===== config.mk =====
export PLATFORM = sky130hd
export DESIGN_NAME = log2_32b_rr_scheduler
export DESIGN_NICKNAME = d
export VERILOG_FILES = /design/src/rtl/log2_32b_rr_scheduler.sv
export SDC_FILE = /design/constraint.sdc
export NUM_CORES = 1
export LEC_CHECK = 0
export ABC_CLOCK_PERIOD_IN_PS = 3740
export CAP_MARGIN = 20
export CORE_MARGIN = 4
export CORE_UTILIZATION = 46
export CTS_BUF_LIST = sky130_fd_sc_hd__clkbuf_4
export CTS_CLUSTER_DIAMETER = 60
export DETAILED_ROUTE_END_ITERATION = 8
export PLACE_DENSITY_LB_ADDON = 0.15
export SLEW_MARGIN = 10
export SYNTH_ARGS = -nofsm -noshare
export SYNTH_HDL_FRONTEND = slang
export SYNTH_SLANG_ARGS = --single-unit

===== constraint.sdc =====
create_clock -name clk -period 3.74 [get_ports clk]
set_input_delay 0.748 -clock clk [delete_from_list [all_inputs] [get_ports clk]]
set_output_delay 0.748 -clock clk [all_outputs]
set_load 0.005 [all_outputs]

===== src/rtl/log2_32b_rr_scheduler.sv =====
// Round-robin front end that time-shares one combinational log2_32b datapath
// between NREQ valid/ready requesters, with a one-entry tagged result slot.

// Mitchell-style log2: out0 = Q5.27 {floor(log2(in0)), mantissa below the leading one}.
// in0 == 0 maps to 0.
module log2_32b (
  input  logic [31:0] in0,
  output logic [31:0] out0
);
  logic [4:0] msb;

  always_comb begin
    msb = '0;
    for (int i = 0; i < 32; i++)
      if (in0[i]) msb = 5'(i);
    // Right-aligning {in0, 27 zeros} by msb leaves the fraction in the low 27 bits.
    out0 = (in0 == '0) ? '0 : {msb, 27'({in0, 27'b0} >> msb)};
  end
endmodule

// Per-requester term: valid and strictly above the round-robin pointer.
module log2_rr_lane #(
  parameter int IDX = 0,
  parameter int IDW = 2
) (
  input  logic           vld,
  input  logic [IDW-1:0] ptr,
  output logic           hi
);
  assign hi = vld && (IDW'(IDX) > ptr);
endmodule

module log2_32b_rr_scheduler #(
  parameter int NREQ = 4,
  parameter int IDW  = 2,
  parameter int CNTW = 16
) (
  input  logic              clk,
  input  logic              rst_n,
  input  logic              en,
  input  logic [NREQ-1:0]   req_valid,
  input  logic [NREQ*32-1:0] req_data,
  output logic [NREQ-1:0]   req_ready,
  output logic              resp_valid,
  input  logic              resp_ready,
  output logic [31:0]       resp_data,
  output logic [IDW-1:0]    resp_id,
  output logic [CNTW-1:0]   served_cnt
);
  logic [IDW-1:0]  last_grant;
  logic [NREQ-1:0] hi_req;
  logic [NREQ-1:0] cand;
  logic [IDW-1:0]  gidx;
  logic [IDW-1:0]  sel;
  logic            can_accept;
  logic            any_grant;
  logic [31:0]     in0;
  logic [31:0]     out0;

  // rst_n gates acceptance so nothing is offered while reset is held.
  assign can_accept = rst_n && en && (!resp_valid || resp_ready);

  for (genvar i = 0; i < NREQ; i++) begin : g_lane
    log2_rr_lane #(.IDX(i), .IDW(IDW)) u_lane (
      .vld (req_valid[i]),
      .ptr (last_grant),
      .hi  (hi_req[i])
    );
  end

  // Lowest valid index above the pointer wins; otherwise wrap to the lowest valid.
  always_comb begin
    cand      = (|hi_req) ? hi_req : req_valid;
    any_grant = can_accept && (|req_valid);
    gidx      = '0;
    for (int i = NREQ - 1; i >= 0; i--)
      if (cand[i]) gidx = IDW'(i);
    req_ready = '0;
    for (int i = 0; i < NREQ; i++)
      req_ready[i] = any_grant && (gidx == IDW'(i));
  end

  // Idle mux parks on last_grant to keep the datapath input quiet.
  assign sel = any_grant ? gidx : last_grant;

  always_comb begin
    in0 = '0;
    for (int i = 0; i < NREQ; i++)
      if (sel == IDW'(i)) in0 = req_data[32*i +: 32];
  end

  log2_32b u_log2 (
    .in0  (in0),
    .out0 (out0)
  );

  always_ff @(posedge clk or negedge rst_n) begin
    if (!rst_n) begin
      resp_valid <= 1'b0;
      resp_data  <= '0;
      resp_id    <= '0;
      last_grant <= IDW'(NREQ - 1);
      served_cnt <= '0;
    end else begin
      if (resp_valid && resp_ready) served_cnt <= served_cnt + CNTW'(1);
      if (any_grant) begin
        resp_valid <= 1'b1;
        resp_data  <= out0;
        resp_id    <= gidx;
        last_grant <= gidx;
      end else if (resp_ready) begin
        resp_valid <= 1'b0;
      end
    end
  end
endmodule


; Word level (Yosys, flattened, before mapping)
; Index checks and enable logic that the tools add are counted.
[word_totals]
ff_bits = 53
wordCells = 81
[classes]
add_sub_neg = 1
order_cmp = 4
n_eq_ne = 6
n_shift = 1
mux = 44
n_reduce_logical = 20
[ops]
columns = op, n
row1 = $mux W32, 5
row2 = $mux W5, 16
row3 = $shr A59 B5 Y27, 1
row4 = $mux W4, 9
row5 = $logic_not A32 Y1, 1
row6 = $add A16 B1 Y16 const B, 1
row7 = $mux W2, 7
row8 = $logic_and A1 B1 Y1, 12
row9 = $mux W3, 4
row10 = $eq A2 B2 Y1 const B, 4
row11 = $reduce_or A4 Y1, 2
row12 = $eq A2 B1 Y1 const B, 2
row13 = $gt A1 B2 Y1 const A, 2
row14 = $gt A2 B2 Y1 const A, 2
row15 = $logic_not A2 Y1, 2
row16 = $mux W1, 3
row17 = $reduce_bool A2 Y1, 1
row18 = $logic_not A1 Y1, 1
row19 = $logic_or A1 B1 Y1, 1

; Logic depth before layout (Yosys ltp)
[logic_depth]
ltp_word = 47
mapped_depth = 19
mapped_depth_nobuf = 13

; By module
; A second synthesis with hierarchy kept.
[hier_totals]
cells_unflattened = 581
hier_area_um2 = 5347.6
[by_module_without_submodules]
columns = mod, instances, cells_per_inst, area_each_um2, seq_area_each_um2
row1 = log2_32b_rr_scheduler, 1, 265, 3273.1, 1328.8
row2 = log2_32b, 1, 311, 2025.7, 0.0
row3 = log2_rr_lane at g_lane[2].u_lane, 1, 1, 13.8, 0.0
row4 = log2_rr_lane at g_lane[1].u_lane, 1, 1, 12.5, 0.0
row5 = log2_rr_lane at g_lane[0].u_lane, 1, 2, 11.3, 0.0
row6 = log2_rr_lane at g_lane[3].u_lane, 1, 1, 11.3, 0.0

; Worst setup path before layout
; OpenSTA, ideal clock, no wires.
[synth_path]
path_type = input to register
from = in req_valid[1]
to = reg resp_data[26]
setup_ns = 0.124
arrival_ns = 4.200
required_time_ns = 3.616
setup_slack_ns = -0.584
stages = 14
path_buffers = 1
cell_sequence = or2_1 a311oi_2 a21boi_4 inv_4 buf_4 mux2i_1 mux2i_1 o31a_1 nor3_2 mux2_2 mux2_2 a221oi_2 o221ai_1 a211o_1
[synth_via]
elab_chain_cells = 46
word_cells_on_any_way = 52
[synth_lines]
columns = item, line
row1 = "start, declared", 41  ; input logic [NREQ-1:0] req_valid,
row2 = $logic_and A1 B1 Y1, 30  ; assign hi = vld && (IDW'(IDX) > ptr);
row3 = $reduce_or A4 Y1, 73  ; cand = (|hi_req) ? hi_req : req_valid;
row4 = $mux W4, 73
row5 = $mux W2 (4 in a row), 77  ; if (cand[i]) gidx = IDW'(i);
row6 = $mux W2, -
row7 = $logic_not A2 Y1, 89  ; if (sel == IDW'(i)) in0 = req_data[32*i +: 32];
row8 = $mux W32 (4 in a row), 89
row9 = $mux W1, 15  ; if (in0[i]) msb = 5'(i);
row10 = $mux W2 (2 in a row), 15
row11 = $mux W3 (4 in a row), 15
row12 = $mux W4 (8 in a row), 15
row13 = $mux W5 (16 in a row), 15
row14 = $shr A59 B5 Y27, 17  ; out0 = (in0 == '0) ? '0 : {msb, 27'({in0, 27'b0} >> msb)};
row15 = $mux W32, 17
row16 = "end signal, assigned", 108  ; resp_data <= out0;
row17 = "end, declared", 46  ; output logic [31:0] resp_data,
; Several ways; a longest one is shown, not always the timed one.
; A chain may end at the register's enable or synchronous reset.

; Worst setup path in the final report
[layout_path]
from = in req_valid[1]
to = reg resp_data[24]
; Same word-level chain as after synthesis.

==> metrics.md <==
| Metric | Value |
|---|---|
| Most used cell, CP | `buf_6` |
| H-tree depth reported by CTS | `2` |
| Number of port buffers | `190` |
| Top delay family on crit path | `compound AO/OA/AOI/OAI gates` |
| Sequential Area | `~1300 sq um` |
| Largest net degree at the start of global routing | `54` |
| Grt ovf | `0` |
| Largest cells by area after synthesis | `dfrtp_1, mux2i_1, nand2_1, mux2_2, nor2_1` |
| Slowest CP cell | `o41ai_4` |
| Final setup margin | `-510 ps` |
| Crit path DAT | `approximately 4500 ps` |
| Vias in the first global route | `9678` |
| Final wirelength | `33700 um` |
| Top_reg_cell synth | `dfrtp_1` |
| Largest family of logic cells by synthesized area | `compound AO/OA/AOI/OAI gates` |
| Worst setup EP type | `register` |
| CTS Buf Count | `5` |
| CTS hold repair buffers | `0` |
| Vias per cell | `~6.4` |
| Seq cells post-synth | `53` |
| Pins Over Slew Limit | `0` |
| Worst Clk Skew | `around 4 ps` |
| DP Area | `10900 sq um` |
| Final Wtd Congestion | `slightly above 1` |
| Diodes inserted | `0` |
| Std-Cell Rows | `43` |
| Worst-path cell chain | `buf_6 > buf_6 > nor4_4 > buf_4 > o31ai_4 > a21boi_4 > buf_6 > buf_4 > buf_16 > o2111ai_2 > and2_1 > o311ai_4 > a21oi_2 > o41ai_4 > buf_4 > buf_6 > buf_6 > mux2i_4 > buf_6 > mux2i_2 > mux2i_1 > a22oi_1` |
| Die area | `about 17000 sq um` |
| Cell taking the most area after synthesis | `dfrtp_1` |
| Worst EP required | `4030 ps` |
| Longest Clk Path Bufs | `2` |
| Number of top-level pins | `roughly 190` |
| Later-pin clock latency in the skew report | `about 400 ps` |
| Initial DRT Pass Iterations | `6` |
| Failing checks | `negative setup slack` |
| MaxCap Viol Count | `0` |
| Post-synthesis cell count | `881` |
| Worst hold path class | `in2async` |
| Outcome | `finished, violations left` |
| Pwr/cell area | `546 nW/um^2` |
| Compound-gate portion of the synthesized area | `0.262` |
| LEAKAGE | `around 0.0053 uW` |
| Synth Area in XOR/XNOR | `0.0196` |
| Final TNS setup | `-10340 ps` |
| Min Tclk post-route | `between 4000 and 5000 ps` |
| # nets final | `between 1500 and 2000` |
| Maximum clock rate | `roughly 240 MHz` |
| # setup viols final | `27` |
| Max stage delay on crit path | `roughly 380 ps` |
| Post-Syn Area per Cell | `7.62 sq um` |
| Period utilization | `1.14` |
| Layout fillers | `790` |
| Post-synthesis mux area share | `0.207` |
| Synth cell types | `89` |
| Post-route ant nets | `0` |
| Crit Path Class | `in2reg` |
| Async SR Flop Fraction | `1.00` |
| Global-route wire length before repair | `between 40000 and 50000 um` |
| Worst slew margin | `0.554` |
| CTS sink cnt | `53` |
| DR WL/cell | `approximately 22 um` |
| Tot GR Track Use | `0.368` |
| Area growth syn-to-layout | `82.2%` |
| Mapped Area | `6710 sq um` |
| DP HPWL | `roughly 24000 um` |
| Synth Area in Adders | `0.00186` |
| VDD IR-drop max | `roughly 490 uV` |
| DR iter-0 viols | `between 1000 and 1500` |
| Die H | `around 130 um` |
| Post-synthesis sequential area ratio | `0.198` |
| Die W | `129 um` |
| Slew @ Worst Pin | `665 ps` |
| Startpoint Class | `primary input` |
| Initial antenna violation count | `0` |
| Multi-input gate area | `around 5800 sq um` |
| Initial Utilization | `0.476` |
| Post-route DRC | `0` |
| Clk root buf | `clkbuf_4` |
| Finished Cell Area | `approximately 12000 sq um` |
| EDFF count, synth | `0` |
| Hold Slack | `around 500 ps` |
| Core footprint | `between 10000 and 15000 sq um` |
| Fin. Hold Viols | `0` |
| Via total after detailed routing | `between 9000 and 10000` |
| Top cell type's share of synthesized area | `0.190` |
| RSZ-0062 raised after global routing | `true` |
| Ys Warns | `0` |
| Syn_nets | `between 1000 and 1500` |
| Ratio of cells with drive above 1 in the final layout | `0.375` |
| CTS tree | `built` |
| Clock transition at path regs | `170 ps` |
| Simple-Gate Fraction of Synth Area | `0.255` |
| Crit path max fanout | `6` |
| Worst Path Buf+Inv | `10` |
[report_power, final]
group          leakage [uW]  internal (uW)  switching, uW
sequential         0.000663            763            160
combinational       0.00465           2880           2590
clock             0.0000293           77.9            207
[layer usage]
| metal | vias up | global-route usage | share of wire |
|---|---|---|---|
| li1 | 4278 | - | - |
| met1 | 4628 | 0.441 | 0.36 |
| met2 | 770 | 0.631 | 0.48 |
| met3 | 225 | 0.0772 | 0.10 |
| met4 | 0 | 0.170 | 0.057 |
| met5 | - | 0 | 0 |
[cells in the final DEF (no fill, tap or decap), types with 5 or more instances in the layout]
cell	synthesis	routed
mux2i_1	97	62
a32oi_1	8	6
o21ai_0	32	22
dfrtp_1	51	51
mux2i_4	0	17
nand3_1	22	21
nand2b_1	10	10
o211a_1	7	7
buf_8	0	6
clkdlybuf4s50_1	0	183
mux2i_2	1	19
nor4_1	18	14
nor3_1	29	26
o31ai_1	10	9
buf_12	1	11
a21oi_1	43	40
nor2_1	100	96
a221oi_4	0	5
nor2b_1	8	7
clkbuf_4	0	5
o221ai_2	0	5
a211oi_1	10	7
buf_4	6	304
o21ai_1	1	8
xnor2_1	11	11
nand2_2	1	6
nand2_1	130	123
nand4_1	8	8
and2_1	12	10
and3_1	12	12
mux2_4	0	9
buf_6	5	18
o211ai_1	19	19
a22oi_2	0	7
a31oi_1	11	11
inv_1	21	20
o21a_1	9	8
mux2_2	35	26
[timing repair]
item	4_1_cts	5_1_grt
setup buffers	26	15
hold endpoints to repair	0	0
gates cloned	3	0
endpoints found under the setup margin	33	28
pin swaps	48	26
gates resized for setup	158	61
[cell families (layout without fill, tap and decap cells)]
family	Yosys count	in the layout
AOI/OAI and AO/OA	236	236
xor gates and xnor gates	15	15
adders and majority gates	1	1
buffers and inverters	74	559
DFF	53	53
muxes	134	134
and+or+nand+nor	368	368
[sequential cells by signal, indices dropped and copies added (netlist names)]
signal,flops
resp_valid,1
resp_data,32
served_cnt,16
last_grant,2
resp_id,2
[layout make-up]
type	count	share of cell area
Clock buffer	5	0.00307
Clock inverter	3	0.00215
Inverter	23	0.00747
Multi-Input combinational cell	754	0.475
Sequential cell	53	0.109
Tap cell	180	0.0184
Timing Repair Buffer	527	0.385
Timing Repair inverter	1	0.000921
[Yosys cell counts, drive strengths merged (13+ instances only)]
| cell type | count |
|---|---|
| nand2 | 131 |
| nor2 | 102 |
| mux2i | 98 |
| dfrtp | 51 |
| a21oi | 43 |
| buf | 36 |
| mux2 | 36 |
| o21ai | 34 |
| nor3 | 31 |
| inv | 23 |
| nand3 | 22 |
| o211ai | 20 |
| nor4 | 19 |
| clkbuf | 15 |
| and2 | 13 |
[path summary, 6_finish.rpt]
path                                     startpoint                         end  slack [ps]  depth (start not counted)
min in group clk           resp_data[5]$_DFFE_PN0P_    resp_data[5]$_DFFE_PN0P_         510                          1
setup reg to reg             resp_valid$_DFFE_PN0P_   resp_data[24]$_DFFE_PN0P_        -460                         20
hold reg to reg            resp_data[5]$_DFFE_PN0P_    resp_data[5]$_DFFE_PN0P_         510                          1
max in group asynchronous                     rst_n    resp_data[5]$_DFFE_PN0P_        2800                          2
hold / removal                                rst_n  served_cnt[12]$_DFFE_PN0P_         490                          2
setup / recovery                       req_valid[1]   resp_data[24]$_DFFE_PN0P_        -510                         22
[stage by stage]
stage	cells	power, uW	utilization	worst slack, ps
2_1_floorplan	881	3030	-	-349
3_3_place_gp	1494	5060	0.774	-1360
3_5_place_dp	1494	5120	0.774	-1490
4_1_cts	1531	6140	0.837	-340
5_1_grt	1546	6950	0.868	-587
6_report	1546	6670	0.868	-510
[worst register-to-register path, cell delays in order (launching register included)]
cell and delay [ps]:
dfrtp_1 430, nor2b_4 160, buf_4 140, o31ai_4 230, a21boi_4 260, buf_6 160
buf_4 140, buf_16 110, o2111ai_2 130, and2_1 250, o311ai_4 260, a21oi_2 90
o41ai_4 380, buf_4 220, buf_6 140, buf_6 140, mux2i_4 290, buf_6 150
mux2i_2 80, mux2i_1 250, a22oi_1 100
Note: power is estimated with default switching activity, not from simulation.
